File: src/rtl/alu_pwr_pkg.sv
// Shared types for the ALU power sequencer.
//   pwr_mode_t  : nested power modes (full > normal > low > sleep)
//   DOM_*       : bit positions of the memory/arithmetic/logic domains
//   mode_mask() : supply domains that must be up for a given mode
//   seq_state_t : sequencer FSM states
package alu_pwr_pkg;

  typedef enum logic [1:0] {
    MODE_SLEEP  = 2'b00,
    MODE_LOW    = 2'b01,
    MODE_NORMAL = 2'b10,
    MODE_FULL   = 2'b11
  } pwr_mode_t;

  localparam int unsigned NUM_DOM = 3;
  localparam int unsigned DOM_M   = 2;
  localparam int unsigned DOM_A   = 1;
  localparam int unsigned DOM_L   = 0;

  typedef enum logic [2:0] {
    ST_IDLE,
    ST_ISO_ON,    // go_sleep already lowered, isolation asserted on exit
    ST_PWR_OFF,   // isolation held for ISO_DLY, supplies dropped on exit
    ST_PWR_ON,    // first ack-test cycle after supplies were enabled
    ST_WAIT_ACK,  // remaining ack-test cycles
    ST_ISO_OFF,   // isolation released, mode committed on exit
    ST_COMMIT
  } seq_state_t;

  // Modes are nested, so each mask is a superset of the next lower one.
  function automatic logic [NUM_DOM-1:0] mode_mask(input pwr_mode_t m);
    logic [NUM_DOM-1:0] mask;
    mask = '0;
    case (m)
      MODE_FULL: begin
        mask[DOM_M] = 1'b1;
        mask[DOM_A] = 1'b1;
        mask[DOM_L] = 1'b1;
      end
      MODE_NORMAL: begin
        mask[DOM_A] = 1'b1;
        mask[DOM_L] = 1'b1;
      end
      MODE_LOW: begin
        mask[DOM_A] = 1'b1;
      end
      default: mask = '0;
    endcase
    return mask;
  endfunction

endpackage

File: src/rtl/alu_power_sequencer_pwr_timer.sv
// pwr_timer: loadable down-counter shared by the isolation-hold and
// power-up-timeout phases.
//   clk, rst_n  : clock, synchronous active-low reset (clears the count)
//   load_i      : load load_val_i into the counter this edge
//   load_val_i  : value to load
//   expire_o    : high during the last counted cycle (count == 1)
module pwr_timer #(
  parameter int unsigned W = 4
) (
  input  logic         clk,
  input  logic         rst_n,
  input  logic         load_i,
  input  logic [W-1:0] load_val_i,
  output logic         expire_o
);

  logic [W-1:0] count_q;
  logic [W-1:0] count_d;

  always_comb begin
    count_d = count_q;
    if (load_i) begin
      count_d = load_val_i;
    end else if (count_q != '0) begin
      count_d = count_q - W'(1);
    end
  end

  always_ff @(posedge clk) begin
    if (!rst_n) begin
      count_q <= '0;
    end else begin
      count_q <= count_d;
    end
  end

  // Loading N makes expire_o high in the N-th cycle after the load edge.
  assign expire_o = (count_q == W'(1));

endmodule

File: src/rtl/alu_power_sequencer.sv
// alu_power_sequencer: power-mode controller in front of dummyALU.
// Drives the ALU go_sleep mode and sequences supply enables and isolation
// for the M/A/L domains. Power-down: go_sleep, isolation, supply off.
// Power-up: supply on, wait ack, de-isolate, go_sleep.
//   clk, rst_n  : clock, synchronous active-low reset
//   req_valid   : mode-change request (ignored unless req_ready)
//   mode_req    : requested mode (11 full, 10 normal, 01 low, 00 sleep)
//   req_ready   : high while idle
//   pwr_ack     : per-domain supply-good {M,A,L}
//   pwr_en      : per-domain supply enable {M,A,L}
//   iso_en      : per-domain isolation enable {M,A,L}
//   go_sleep    : mode presented to the ALU
//   mode_cur    : committed mode
//   done        : one-cycle pulse when a request completes
//   err         : one-cycle pulse with done on power-up timeout
module alu_power_sequencer
  import alu_pwr_pkg::*;
#(
  parameter int unsigned ISO_DLY    = 2,
  parameter int unsigned TIMEOUT    = 8,
  parameter pwr_mode_t   RESET_MODE = MODE_FULL
) (
  input  logic       clk,
  input  logic       rst_n,
  input  logic       req_valid,
  input  logic [1:0] mode_req,
  output logic       req_ready,
  input  logic [2:0] pwr_ack,
  output logic [2:0] pwr_en,
  output logic [2:0] iso_en,
  output logic [1:0] go_sleep,
  output logic [1:0] mode_cur,
  output logic       done,
  output logic       err
);

  localparam int unsigned TMAX = (ISO_DLY > TIMEOUT) ? ISO_DLY : TIMEOUT;
  localparam int unsigned TW   = $clog2(TMAX + 1);
  localparam logic [TW-1:0] ISO_LD = TW'(ISO_DLY);
  localparam logic [TW-1:0] TMO_LD = TW'(TIMEOUT);
  localparam logic [NUM_DOM-1:0] RST_MASK = mode_mask(RESET_MODE);

  seq_state_t         state_q, state_d;
  pwr_mode_t          go_sleep_q, go_sleep_d;
  pwr_mode_t          mode_cur_q, mode_cur_d;
  pwr_mode_t          target_q, target_d;
  logic [NUM_DOM-1:0] delta_q, delta_d;
  logic [NUM_DOM-1:0] pwr_en_q, pwr_en_d;
  logic [NUM_DOM-1:0] iso_en_q, iso_en_d;
  logic               ready_q, ready_d;
  logic               done_q, done_d;
  logic               err_q, err_d;

  pwr_mode_t          req_mode;
  logic [NUM_DOM-1:0] new_mask;
  logic [NUM_DOM-1:0] cur_mask;
  logic               tmr_load;
  logic [TW-1:0]      tmr_val;
  logic               tmr_expire;

  assign req_mode = pwr_mode_t'(mode_req);
  assign new_mask = mode_mask(req_mode);
  assign cur_mask = mode_mask(mode_cur_q);

  pwr_timer #(
    .W(TW)
  ) u_timer (
    .clk        (clk),
    .rst_n      (rst_n),
    .load_i     (tmr_load),
    .load_val_i (tmr_val),
    .expire_o   (tmr_expire)
  );

  always_comb begin
    state_d    = state_q;
    go_sleep_d = go_sleep_q;
    mode_cur_d = mode_cur_q;
    target_d   = target_q;
    delta_d    = delta_q;
    pwr_en_d   = pwr_en_q;
    iso_en_d   = iso_en_q;
    done_d     = 1'b0;
    err_d      = 1'b0;
    tmr_load   = 1'b0;
    tmr_val    = '0;

    case (state_q)
      ST_IDLE: begin
        if (req_valid) begin
          target_d = req_mode;
          if (req_mode == mode_cur_q) begin
            done_d = 1'b1;
          end else if (req_mode < mode_cur_q) begin
            // Nested modes: a lower code means a strict subset of domains.
            delta_d    = cur_mask & ~new_mask;
            go_sleep_d = req_mode;
            state_d    = ST_ISO_ON;
          end else begin
            delta_d  = new_mask & ~cur_mask;
            pwr_en_d = pwr_en_q | (new_mask & ~cur_mask);
            tmr_load = 1'b1;
            tmr_val  = TMO_LD;
            state_d  = ST_PWR_ON;
          end
        end
      end

      ST_ISO_ON: begin
        iso_en_d = iso_en_q | delta_q;
        tmr_load = 1'b1;
        tmr_val  = ISO_LD;
        state_d  = ST_PWR_OFF;
      end

      ST_PWR_OFF: begin
        if (tmr_expire) begin
          pwr_en_d   = pwr_en_q & ~delta_q;
          mode_cur_d = target_q;
          done_d     = 1'b1;
          state_d    = ST_IDLE;
        end
      end

      ST_PWR_ON, ST_WAIT_ACK: begin
        // Ack is tested before expiry so a last-cycle ack still succeeds.
        if ((pwr_ack & delta_q) == delta_q) begin
          iso_en_d = iso_en_q & ~delta_q;
          state_d  = ST_ISO_OFF;
        end else if (tmr_expire) begin
          pwr_en_d = pwr_en_q & ~delta_q;
          done_d   = 1'b1;
          err_d    = 1'b1;
          state_d  = ST_IDLE;
        end else begin
          state_d  = ST_WAIT_ACK;
        end
      end

      ST_ISO_OFF: begin
        go_sleep_d = target_q;
        mode_cur_d = target_q;
        done_d     = 1'b1;
        state_d    = ST_IDLE;
      end

      default: begin
        state_d = ST_IDLE;
      end
    endcase

    ready_d = (state_d == ST_IDLE);
  end

  always_ff @(posedge clk) begin
    if (!rst_n) begin
      state_q    <= ST_IDLE;
      go_sleep_q <= RESET_MODE;
      mode_cur_q <= RESET_MODE;
      target_q   <= RESET_MODE;
      delta_q    <= '0;
      pwr_en_q   <= RST_MASK;
      iso_en_q   <= ~RST_MASK;
      ready_q    <= 1'b1;
      done_q     <= 1'b0;
      err_q      <= 1'b0;
    end else begin
      state_q    <= state_d;
      go_sleep_q <= go_sleep_d;
      mode_cur_q <= mode_cur_d;
      target_q   <= target_d;
      delta_q    <= delta_d;
      pwr_en_q   <= pwr_en_d;
      iso_en_q   <= iso_en_d;
      ready_q    <= ready_d;
      done_q     <= done_d;
      err_q      <= err_d;
    end
  end

  assign req_ready = ready_q;
  assign pwr_en    = pwr_en_q;
  assign iso_en    = iso_en_q;
  assign go_sleep  = go_sleep_q;
  assign mode_cur  = mode_cur_q;
  assign done      = done_q;
  assign err       = err_q;

endmodule

File: config.mk
export PLATFORM = sky130hd
export DESIGN_NAME = alu_power_sequencer
export DESIGN_NICKNAME = d
export VERILOG_FILES = /design/src/rtl/alu_pwr_pkg.sv /design/src/rtl/alu_power_sequencer_pwr_timer.sv /design/src/rtl/alu_power_sequencer.sv
export SDC_FILE = /design/constraint.sdc
export NUM_CORES = 1
export LEC_CHECK = 0
export ABC_CLOCK_PERIOD_IN_PS = 1950
export BUFFER_PORTS_ARGS = -buffer_cell sky130_fd_sc_hd__buf_2
export CAP_MARGIN = 20
export CORE_MARGIN = 4
export CORE_UTILIZATION = 35
export CTS_CLUSTER_DIAMETER = 50
export CTS_CLUSTER_SIZE = 24
export DETAILED_ROUTE_END_ITERATION = 8
export GPL_ROUTABILITY_DRIVEN = 0
export HOLD_SLACK_MARGIN = 0.1
export PLACE_DENSITY = 0.59
export SYNTH_ARGS = -nofsm -noshare
export SYNTH_HDL_FRONTEND = slang
export SYNTH_SLANG_ARGS = --single-unit
File: constraint.sdc
create_clock -name clk -period 1.95 [get_ports clk]
set_input_delay 0.0975 -clock clk [delete_from_list [all_inputs] [get_ports clk]]
set_output_delay 0.0975 -clock clk [all_outputs]
set_load 0.02 [all_outputs]
==> results of run 1 <==
-- power groups by stage --
stage / logic [W] / clock network (W) / registers, W
finish: 0.000503 / 0.000317 / 0.000644
global route: 0.000571 / 0.000348 / 0.000656
CTS: 0.000493 / 0.000334 / 0.000639
detailed placement: 0.000487 / 0 / 0.000651
global placement: 0.000475 / 0 / 0.000646
floorplan: 0.000368 / 0 / 0.000647
-- synth_stat cells, types with 2 or more instances --
master and instances:
dfxtp_1 25, a21oi_1 11, clkbuf_1 3, nand2_1 15, nor3b_1 2, a31oi_1 2, mux2i_1 8, o21ai_0 11
nand3_1 6, a211oi_1 3, or3b_1 2, inv_1 11, and2_1 2, mux2_2 2, nor2_1 20, and3_1 4
nor2b_1 2, nand2b_1 4, buf_2 3, nand3b_1 3, nor3_1 5, ha_1 4, o211ai_1 2
-- cell families after synthesis --
group           synth area share
mux                       0.0742
compound gates             0.189
xor+xnor                 0.00634
flops                      0.362
fa+ha+maj                 0.0362
simple gates               0.275
buf+inv                   0.0570
-- what timing repair did --
item                                    in CTS  in global routing
pin swaps                                    0                  2
hold endpoints to repair                     0                  0
gates cloned                                 0                  0
gates resized for setup                      1                  6
endpoints found under the setup margin       2                  8
-- worst max-delay path: stages, from the launching register on --
cell	delay, ns
dfxtp_2	0.35
inv_2	0.06
ha_1	0.14
or3b_4	0.41
or2_1	0.25
o2bb2a_4	0.22
mux2i_1	0.21
nand3_1	0.09
-- final timing paths --
path / from / depth (start not counted) / to / slack (ns)
min: rst_n / 2 / go_sleep[1] / 0.13
max: u_timer.count_q[1] / 7 / pwr_en[1] / 0.1
max reg2reg: u_timer.count_q[1] / 7 / pwr_en[1] / 0.1
min reg2reg: go_sleep[1] / 2 / go_sleep[1] / 0.47
-- layout by cell type (no fill, tap or decap), drive strengths merged, types with 2 or more instances in the layout --
cell and count:
dfxtp 25, buf 25, nor2 20, nand2 15
o21ai 12, a21oi 11, inv 11, mux2i 8
nand3 6, nor3 5, nand2b 4, and3 4
ha 4, nand3b 3, a211oi 3, clkbuf 3
or3b 3, and2 2, nor3b 2, a31oi 2
o211ai 2, mux2 2, nor2b 2
-- through the flow --
step                hold WS [ns]  worst slack (ns)
finish                     0.125            0.0983
global route               0.135          -0.00493
floorplan                  0.215             0.105
global placement           0.404             0.110
CTS                        0.122           0.00271
detailed placement         0.414           -0.0295
-- metal layers --
metal | up-vias | track usage
met5 | - | 0
met4 | 0 | 0.0313
met3 | 4 | 0.0313
met2 | 20 | 0.233
met1 | 585 | 0.170
li1 | 633 | -
-- cell type report --
class                   instances  area (sq um)
well taps                      48          60.1
inverters                      11          41.3
clock buffers                   3          41.3
flip-flops and latches         25           503
multi-input cells             125           827
clock inverters                 1          7.51
fillers                       403          2130
repair buffers                 25           138
==> flow_summary_export.csv, run 1 <==
group,metric,value,unit
status,status,"finished clean",
detailed_routing,met1_wire_length,1490,um
layout,flow.area_growth_from_synthesis,17.0,%
clock_network,clk_path_buf_depth,2,
yosys,register_bit_total_from_synthesis,25,
min_path,hold_class,"in2reg",
yosys,syn-instance-count,168,
detailed_routing,route.met3.wl,135,um
layout,drive_gt1_frac,0.221,
setup_path,crit_arrival,2.00,ns
placement,dp_hpwl,2480,um
placement,io_buffer_count,20,
sta,final-hold-violation-count,0,
die,floorplan.die_area,5020,sq um
yosys,synthDominantAreaCellType,"dfxtp_1",
setup_path,setup.worst_path.end_class,"flip-flop",
clock_network,clkSlewWorstSetupHoldPaths,0.09,ns
global_routing,grt_start_max_net_pins,16,
yosys,synth_edf_count,0,
sta,total_setup_violations_reported_at_the_end_of_the_flow,0,
placement,placed_cells,234,
setup_path,timing.critical_path.from_type,"flip-flop",
sta,final_max_slew_viol_count,0,
yosys,synth_nets,180,
job,cap_viol_max_count,0,
detailed_routing,antenna_violating_nets_post_route,0,
yosys,synth.avg_cell_area,8.23,sq um
power,p_int,0.000953,W
die,dieWidth,70.9,um
detailed_routing,drt_wl_total,3150,um
setup_path,critPathRequiredTime,2.10,ns
power,power.total,0.00146,W
setup_path,path_class,"reg2reg",
sta,fin_crit_sh,0.950,
detailed_routing,vias_per_cell,5.22,
sta,slew_headroom,0.651,
yosys,synth.lib_cells_used.distinct,41,
clock_network,post_cts_setup_buffer_count,0,
global_routing,grt_pass1_vias,1230,
layout,nets,203,
die,die_h,70.9,um
detailed_routing,route.vias.total,1242,
sta,fmax,540,MHz
power,combPwrFrac,0.343,
yosys,synth.cell_area,1380,sq um
die,start_util,0.369,
layout,layout.cell_area.non_filler,1620,sq um
clock_network,cts_buffers,3,
yosys,yosys_warnings,0,
power,power_leakage,0.681,nW
clock_network,clock-root-buffer,"clkbuf_8",
die,floorplan.core_area,3740,sq um
yosys,post_synth_main_area_contributors,"dfxtp_1 36%, mux2i_1 5.8%, nor2_1 5.4%",
yosys,synthArstFlopShare,0,
sta,clock-skew-final,0.00718,ns
detailed_routing,detailroute.wirelength.met2,1510,um
sta,min_period,1.85,ns
setup_path,critPathMaxFanout,4,
power,p_sw,0.000510,W
power,share_of_total_power_consumed_by_net_switching,0.349,
global_routing,grt.total_usage,0.135,
sta,setup_total_negative_slack,0,ns
clock_network,clock_tree.htree_level_count,1,
detailed_routing,highest-signal-layer,"met4",
die,placement_rows,22,
detailed_routing,drtIter0Drc,74,
clock_network,cts_tree,"yes",
sta,worst-slew-pin-transition,0.522,ns
power,power_per_cell_area,905,nW/um^2
placement,instance_area_after_placement,1540,sq um
yosys,synth_ff_type,"dfxtp_1",
power,power.ir.vdd_worst,0.357,mV
clock_network,ctsHoldBuffers,0,
detailed_routing,post-route-drc-count,0,
power,power.share.clock,0.217,
yosys,synth_top_area_share,0.362,
power,p_seq_frac,0.440,
clock_network,clk-insertion-delay-late,0.27,ns
detailed_routing,firstDrtPassIters,4,
clock_network,clkSinkCount,25,
global_routing,grt_antenna_before_repair,0,
layout,final-instance-count-excl-fill,238,
layout,final_core_util,0.432,
sta,rsz_0062_raised_after_global_routing,"true",
detailed_routing,avgRoutedWirePerCell,13.3,um
die,boundaryPins,21,
layout,n_antenna_cell,0,
yosys,synth-seq-area-share,0.362,
global_routing,global_route.overflow_total,0,
global_routing,grt_pass1_wl,5600,um
Note: power is estimated with default switching activity, not from simulation.
==> run 2: changes to the inputs <==
--- a/config.mk
+++ b/config.mk
@@ -15,7 +15,8 @@
 export DETAILED_ROUTE_END_ITERATION = 8
 export GPL_ROUTABILITY_DRIVEN = 0
 export HOLD_SLACK_MARGIN = 0.1
-export PLACE_DENSITY = 0.59
+export PLACE_DENSITY_LB_ADDON = 0.15
 export SYNTH_ARGS = -nofsm -noshare
 export SYNTH_HDL_FRONTEND = slang
+export SYNTH_HIERARCHICAL = 1
 export SYNTH_SLANG_ARGS = --single-unit
==> flow_summary_export.csv, run 2 <==
group,metric,value,unit
clock_network,clock-root-buffer,"clkbuf_8",
sta,fmax,540,MHz
detailed_routing,drt_wl_total,2940,um
yosys,synthMostInstantiatedCell,"dfxtp_1",
placement,pre_cts_worst_setup_slack,0.0787,ns
yosys,register_bit_total_from_synthesis,25,
setup_path,r2r_cells,6,
layout,most_common_cell_after_layout_fill_and_taps_aside,"dfxtp_1",
layout,mostFrequentLayoutCells,"24 x dfxtp_1, 20 x buf_2, 12 x nand2_1",
yosys,combinational_family_with_the_most_area_after_synthesis,"simple AND/OR/NAND/NOR gates",
yosys,syn-instance-count,150,
min_path,hp_start,"rst_n",
sta,final_max_slew_viol_count,0,
sta,fin_crit_sh,0.950,
detailed_routing,route.vias.total,1122,
detailed_routing,drtIter0Drc,25,
detailed_routing,avgRoutedWirePerCell,13.2,um
die,die_h,70.2,um
placement,dp_hpwl,2320,um
power,power.ir.vdd_worst,0.356,mV
sta,final-hold-violation-count,0,
die,floorplan.die_area,4930,sq um
global_routing,grt_antenna_before_repair,0,
layout,nets,189,
setup_path,timing.critical_path.from_type,"flip-flop",
clock_network,cts_tree,"yes",
clock_network,clkSlewWorstSetupHoldPaths,0.08,ns
global_routing,grt.total_usage,0.123,
yosys,synthAdderAreaFrac,0.0462,
yosys,yosys-mux-area-fraction,0.0619,
global_routing,global_route.overflow_total,0,
yosys,post_synth_simple_gate_area,0.234,
die,placement_rows,22,
clock_network,clock_tree.htree_level_count,1,
yosys,synth-seq-area-share,0.369,
power,power_per_cell_area,973,nW/um^2
layout,drive_gt1_frac,0.223,
setup_path,worst-r2r-setup-slack,0.1,ns
clock_network,ctsHoldBuffers,0,
placement,io_buffer_count,20,
sta,rsz_0062_raised_after_global_routing,"false",
setup_path,rr_endpoint,"go_sleep[0]",
clock_network,clkSinkCount,25,
yosys,synth_top_area_share,0.369,
yosys,synthXorXnorAreaFrac,0.0129,
sta,total_setup_violations_reported_at_the_end_of_the_flow,0,
sta,setup_total_negative_slack,0,ns
yosys,synth.lib_cells_used.distinct,47,
job,cap_viol_max_count,0,
yosys,yosys_warnings,6,
min_path,hold_depth,2,
clock_network,clk-insertion-delay-late,0.26,ns
die,boundaryPins,21,
setup_path,critPathMaxFanout,7,
layout,layout.filler_cells,394,
die,dieWidth,70.2,um
sta,fin_hold_ws,0.155,ns
detailed_routing,vias_per_cell,5.03,
layout,n_antenna_cell,0,
die,floorplan.core_area,3690,sq um
yosys,post_synth_main_area_contributors,"dfxtp_1 37%, ha_1 4.6%, a211oi_1 3.9%",
power,power_leakage,0.683,nW
layout,flow.area_growth_from_synthesis,16.1,%
global_routing,grt_pass1_wl,5040,um
yosys,synth-compound-area-share,0.217,
yosys,synth_edf_count,0,
yosys,synth_ff_type,"dfxtp_1",
sta,min_period,1.85,ns
detailed_routing,antenna_violating_nets_post_route,0,
detailed_routing,post-route-drc-count,0,
min_path,holdPathEnd,"mode_cur[1]",
clock_network,clk_path_buf_depth,2,
setup_path,path_class,"reg2reg",
min_path,hold_class,"in2reg",
die,start_util,0.367,
setup_path,setup.worst_path.end_class,"flip-flop",
setup_path,crit_arrival,1.98,ns
global_routing,grt_pass1_vias,1141,
detailed_routing,firstDrtPassIters,4,
yosys,yosys-top-cells-count,"25 x dfxtp_1, 12 x nand2_1, 10 x inv_1",
sta,clock-skew-final,0.00385,ns
yosys,synthDominantAreaCellType,"dfxtp_1",
clock_network,cts_buffers,3,
global_routing,grt_start_max_net_pins,19,
setup_path,critPathRequiredTime,2.08,ns
power,power.total,0.00153,W
status,status,"finished clean",
yosys,synth.avg_cell_area,9.03,sq um
setup_path,regToRegStartpoint,"mode_cur[1]",
yosys,synth.cell_area,1360,sq um
sta,setup_slack,0.0973,ns
yosys,synthArstFlopShare,0,
[run 2: per-stage QoR]
stage | area (sq um) | cells | util
6_report | 1570 | 223 | 0.426
4_1_cts | 1570 | 223 | 0.425
5_1_grt | 1570 | 223 | 0.426
2_1_floorplan | 1360 | 151 | -
3_5_place_dp | 1520 | 219 | 0.413
3_3_place_gp | 1520 | 219 | 0.413
[run 2: cell type report]
class / count / area, sq um / area share
tap: 48 / 60.1 / 0.0382
multi-input combinational: 110 / 785 / 0.499
timing repair buffer: 25 / 138 / 0.0875
inverter: 11 / 41.3 / 0.0263
clock buffer: 4 / 45.0 / 0.0286
sequential: 25 / 504 / 0.321
[run 2: how the worst max path moves through the flow]
stage | start | end | slack, ns | depth (start not counted)
finish | mode_cur[1] | go_sleep[0] | 0.1 | 6
global route | mode_cur[1] | req_ready | 0.001 | 6
CTS | mode_cur[1] | u_timer/count_q[2] | 0.06 | 7
detailed placement | mode_cur[1] | go_sleep[0] | 0.08 | 6
global placement | mode_cur[1] | u_timer/count_q[2] | 0.11 | 7
floorplan | mode_cur[1] | u_timer/count_q[2] | 0.03 | 7
[run 2: what timing repair did]
action / CTS / global route
resized for setup: 0 / 3
buffers inserted: 0 / 0
setup endpoints to repair: 0 / 6
[run 2: layer usage]
layer,global-route usage,part of all wire
met1,0.156,0.46
met2,0.203,0.50
met3,0.0245,0.032
met4,0.0489,0.0092
met5,0,0
[run 2: cells by family (layout without fill, tap and decap cells)]
kind of cell	count (synthesis)	in the layout
adders and majority gates	5	5
xor gates and xnor gates	2	2
buffers and inverters	16	40
DFF	25	25
and+or+nand+nor	52	52
muxes	8	8
AOI/OAI and AO/OA	41	41
other	1	2
[run 2: power by group]
group / total (W) / internal (W) / switching (W)
clock network: 0.000299 / 0.000146 / 0.000153
registers: 0.000662 / 0.000587 / 0.0000748
logic: 0.000569 / 0.000289 / 0.000280
[run 2: critical path, stage by stage, from the launching register on]
cell	delay, ns
dfxtp_4	0.38
inv_1	0.06
ha_1	0.20
or4b_2	0.65
a21oi_2	0.18
o21a_1	0.17
o211ai_1	0.08
==> run 3: changes to the inputs <==
--- a/config.mk
+++ b/config.mk
@@ -5,6 +5,7 @@
 export SDC_FILE = /design/constraint.sdc
 export NUM_CORES = 1
 export LEC_CHECK = 0
+export ABC_AREA = 1
 export ABC_CLOCK_PERIOD_IN_PS = 1950
 export BUFFER_PORTS_ARGS = -buffer_cell sky130_fd_sc_hd__buf_2
 export CAP_MARGIN = 20
==> flow_summary_export.csv, run 3 <==
group,metric,value,unit
clock_network,clk-insertion-delay-late,0.27,ns
detailed_routing,drt_wl_total,3160,um
detailed_routing,firstDrtPassIters,4,
power,p_int,0.00143,W
clock_network,clk_path_buf_depth,2,
yosys,yosys-top-cells-count,"50 x nand2_1, 25 x dfxtp_1, 24 x inv_1",
layout,n_antenna_cell,0,
detailed_routing,drtIter0Drc,87,
global_routing,grt.total_usage,0.139,
setup_path,critPathMaxFanout,7,
layout,final_core_util,0.427,
setup_path,crit_arrival,1.98,ns
detailed_routing,post-route-drc-count,0,
clock_network,cts_tree,"yes",
detailed_routing,vias_per_cell,4.59,
sta,fmax,552,MHz
setup_path,timing.critical_path.from_type,"flip-flop",
status,status,"finished clean",
min_path,hold_class,"in2reg",
setup_path,worst-r2r-setup-slack,0.14,ns
layout,drive_gt1_frac,0.239,
placement,io_buffer_count,20,
yosys,yosys_warnings,6,
layout,ff_latch_area,502,sq um
detailed_routing,antenna_violating_nets_post_route,0,
die,boundaryPins,21,
global_routing,grt_start_max_net_pins,20,
die,placement_rows,23,
power,power_leakage,0.847,nW
clock_network,clkSlewWorstSetupHoldPaths,0.09,ns
power,share_of_total_power_consumed_by_net_switching,0.496,
layout,flow.area_growth_from_synthesis,17.2,%
yosys,synth.avg_cell_area,6.97,sq um
job,cap_viol_max_count,0,
power,combPwrFrac,0.597,
layout,final-instance-count-excl-fill,284,
setup_path,worst_path_max_delay_cell,"dfxtp_2",
setup_path,r2r_cells,11,
sta,clock-skew-final,0.00335,ns
setup_path,rr_endpoint,"u_timer/count_q[3]",
clock_network,clock_tree.htree_level_count,1,
setup_path,cp_slowest_stage_delay,0.34,ns
min_path,hold_depth,3,
power,p_sw,0.00141,W
yosys,synthMostInstantiatedCell,"nand2_1",
die,floorplan.die_area,5260,sq um
global_routing,grt_antenna_before_repair,0,
die,floorplan.core_area,4000,sq um
power,power.share.clock,0.109,
yosys,synth.lib_cells_used.distinct,31,
setup_path,path_class,"reg2reg",
min_path,hp_start,"rst_n",
power,power_per_cell_area,1670,nW/um^2
setup_path,worstPathBufferInverterCount,3,
sta,rsz_0062_raised_after_global_routing,"false",
sta,final-hold-violation-count,0,
yosys,synth-seq-area-share,0.344,
setup_path,crit_family,"simple AND/OR/NAND/NOR gates",
sta,setup_total_negative_slack,0,ns
global_routing,grt_pass1_vias,1320,
global_routing,global_route.overflow_total,0,
die,dieWidth,72.5,um
yosys,register_bit_total_from_synthesis,25,
placement,placed_cells,280,
global_routing,grt_pass1_wl,5870,um
placement,dp_hpwl,2450,um
yosys,post_synth_main_area_contributors,"dfxtp_1 34%, nand2_1 13%, inv_1 6.2%",
yosys,syn-instance-count,209,
layout,most_common_cell_after_layout_fill_and_taps_aside,"nand2_1",
clock_network,clock-root-buffer,"clkbuf_8",
yosys,synthArstFlopShare,0,
layout,mostFrequentLayoutCells,"49 x nand2_1, 24 x inv_1, 24 x dfxtp_1",
layout,nets,248,
layout,multi_input_area,863,sq um
clock_network,clkSinkCount,25,
setup_path,crit_path_frequent_cell,"inv_2",
sta,fin_crit_sh,0.928,
sta,min_period,1.81,ns
detailed_routing,avgRoutedWirePerCell,11.1,um
setup_path,critical_path.cell_chain,"inv_1, ha_4, nand2_1, nand2_2, nor2_4, inv_2, o21ai_4, inv_2, or2_0, nand3_1, nor2_1",
die,die_h,72.5,um
die,start_util,0.364,
yosys,synthDominantAreaCellType,"dfxtp_1",
yosys,synth_ff_type,"dfxtp_1",
detailed_routing,route.vias.total,1303,
min_path,holdPathEnd,"state_q[2]",
yosys,synth_top_area_share,0.344,
clock_network,post_cts_setup_buffer_count,0,
power,power.ir.vdd_worst,0.725,mV
setup_path,critPathRequiredTime,2.12,ns
sta,total_setup_violations_reported_at_the_end_of_the_flow,0,
clock_network,cts_buffers,3,
setup_path,regToRegStartpoint,"mode_cur[1]",
setup_path,setup.worst_path.end_class,"flip-flop",
yosys,synth.cell_area,1460,sq um
sta,final_max_slew_viol_count,0,
yosys,synth_edf_count,0,
power,p_seq_frac,0.293,
layout,layout.filler_cells,442,
## run 3: changes by cell type in the layout (fill, tap and decap cells not counted), sizes merged, moves of 4 or more
cell	before	now
o21ai	4	14
a211oi	7	0
nand3	3	19
and2	4	0
nor3b	5	1
nor2	7	23
mux2i	5	1
o31ai	5	1
a21oi	6	17
nand2	12	58
inv	10	29
nor2b	7	0
## run 3: logic make-up after synthesis
family / Yosys count / share of synthesized area
muxes: 1 / 0.00687
DFF: 25 / 0.344
and+or+nand+nor: 108 / 0.366
other: 1 / 0.00257
adders and majority gates: 5 / 0.0430
AOI/OAI and AO/OA: 37 / 0.154
buffers and inverters: 32 / 0.0842
## run 3: worst reg2reg max path, stage by stage (launching register included)
cell and delay [ns]:
dfxtp_2 0.34, inv_1 0.16, ha_4 0.24, nand2_1 0.10, nand2_2 0.09, nor2_4 0.12, inv_2 0.08, o21ai_4 0.17
inv_2 0.09, or2_0 0.20, nand3_1 0.08, nor2_1 0.04
## run 3: area by class of cell
cell class | instances | share of cell area
Clock buffer | 4 | 0.0264
Inverter | 29 | 0.0652
Multi-Input combinational cell | 153 | 0.506
Sequential cell | 25 | 0.294
Tap cell | 50 | 0.0367
Timing Repair Buffer | 23 | 0.0718
## run 3: through the flow
stage	cell area (sq um)	power [W]	hold slack (ns)	setup WS (ns)
global route	1710	0.00318	0.184	0.00207
finish	1710	0.00285	0.152	0.140
global placement	1650	0.00256	0.438	0.0943
CTS	1690	0.00287	0.155	0.0445
detailed placement	1650	0.00255	0.443	0.0635
floorplan	1470	0.00218	0.226	0.0198
## run 3: how the worst max path moves through the flow
stage / startpoint / end / slack (ns) / cells past startpoint
after floorplan: mode_cur[1] / u_timer/count_q[3] / 0.02 / 11
after detailed placement: mode_cur[1] / u_timer/count_q[3] / 0.06 / 11
after global routing: mode_cur[1] / u_timer/count_q[3] / 0.002 / 11
after CTS: mode_cur[1] / u_timer/count_q[3] / 0.04 / 11
final: mode_cur[1] / u_timer/count_q[3] / 0.14 / 11
after global placement: mode_cur[1] / u_timer/count_q[3] / 0.09 / 11
## run 3: timing repair
| action | in CTS | in global routing |
|---|---|---|
| gates resized for setup | 0 | 2 |
| hold buffers | 0 | 0 |
| endpoints found under the setup margin | 0 | 4 |
## run 3: layer usage
layer | track usage | vias up | share of wire
li1 | - | 725 | -
met4 | 0.0307 | 0 | 0.0082
met2 | 0.215 | 18 | 0.43
met5 | 0 | - | 0
met1 | 0.198 | 556 | 0.53
met3 | 0.0291 | 4 | 0.035
## run 3: power by group through the flow
stage                     sequential (W)  combinational, W  clock (W)
after floorplan                 0.000895           0.00129          0
final                           0.000835           0.00170   0.000311
after global routing            0.000868           0.00196   0.000348
after global placement          0.000849           0.00171          0
after detailed placement        0.000848           0.00170          0
after CTS                       0.000838           0.00171   0.000328
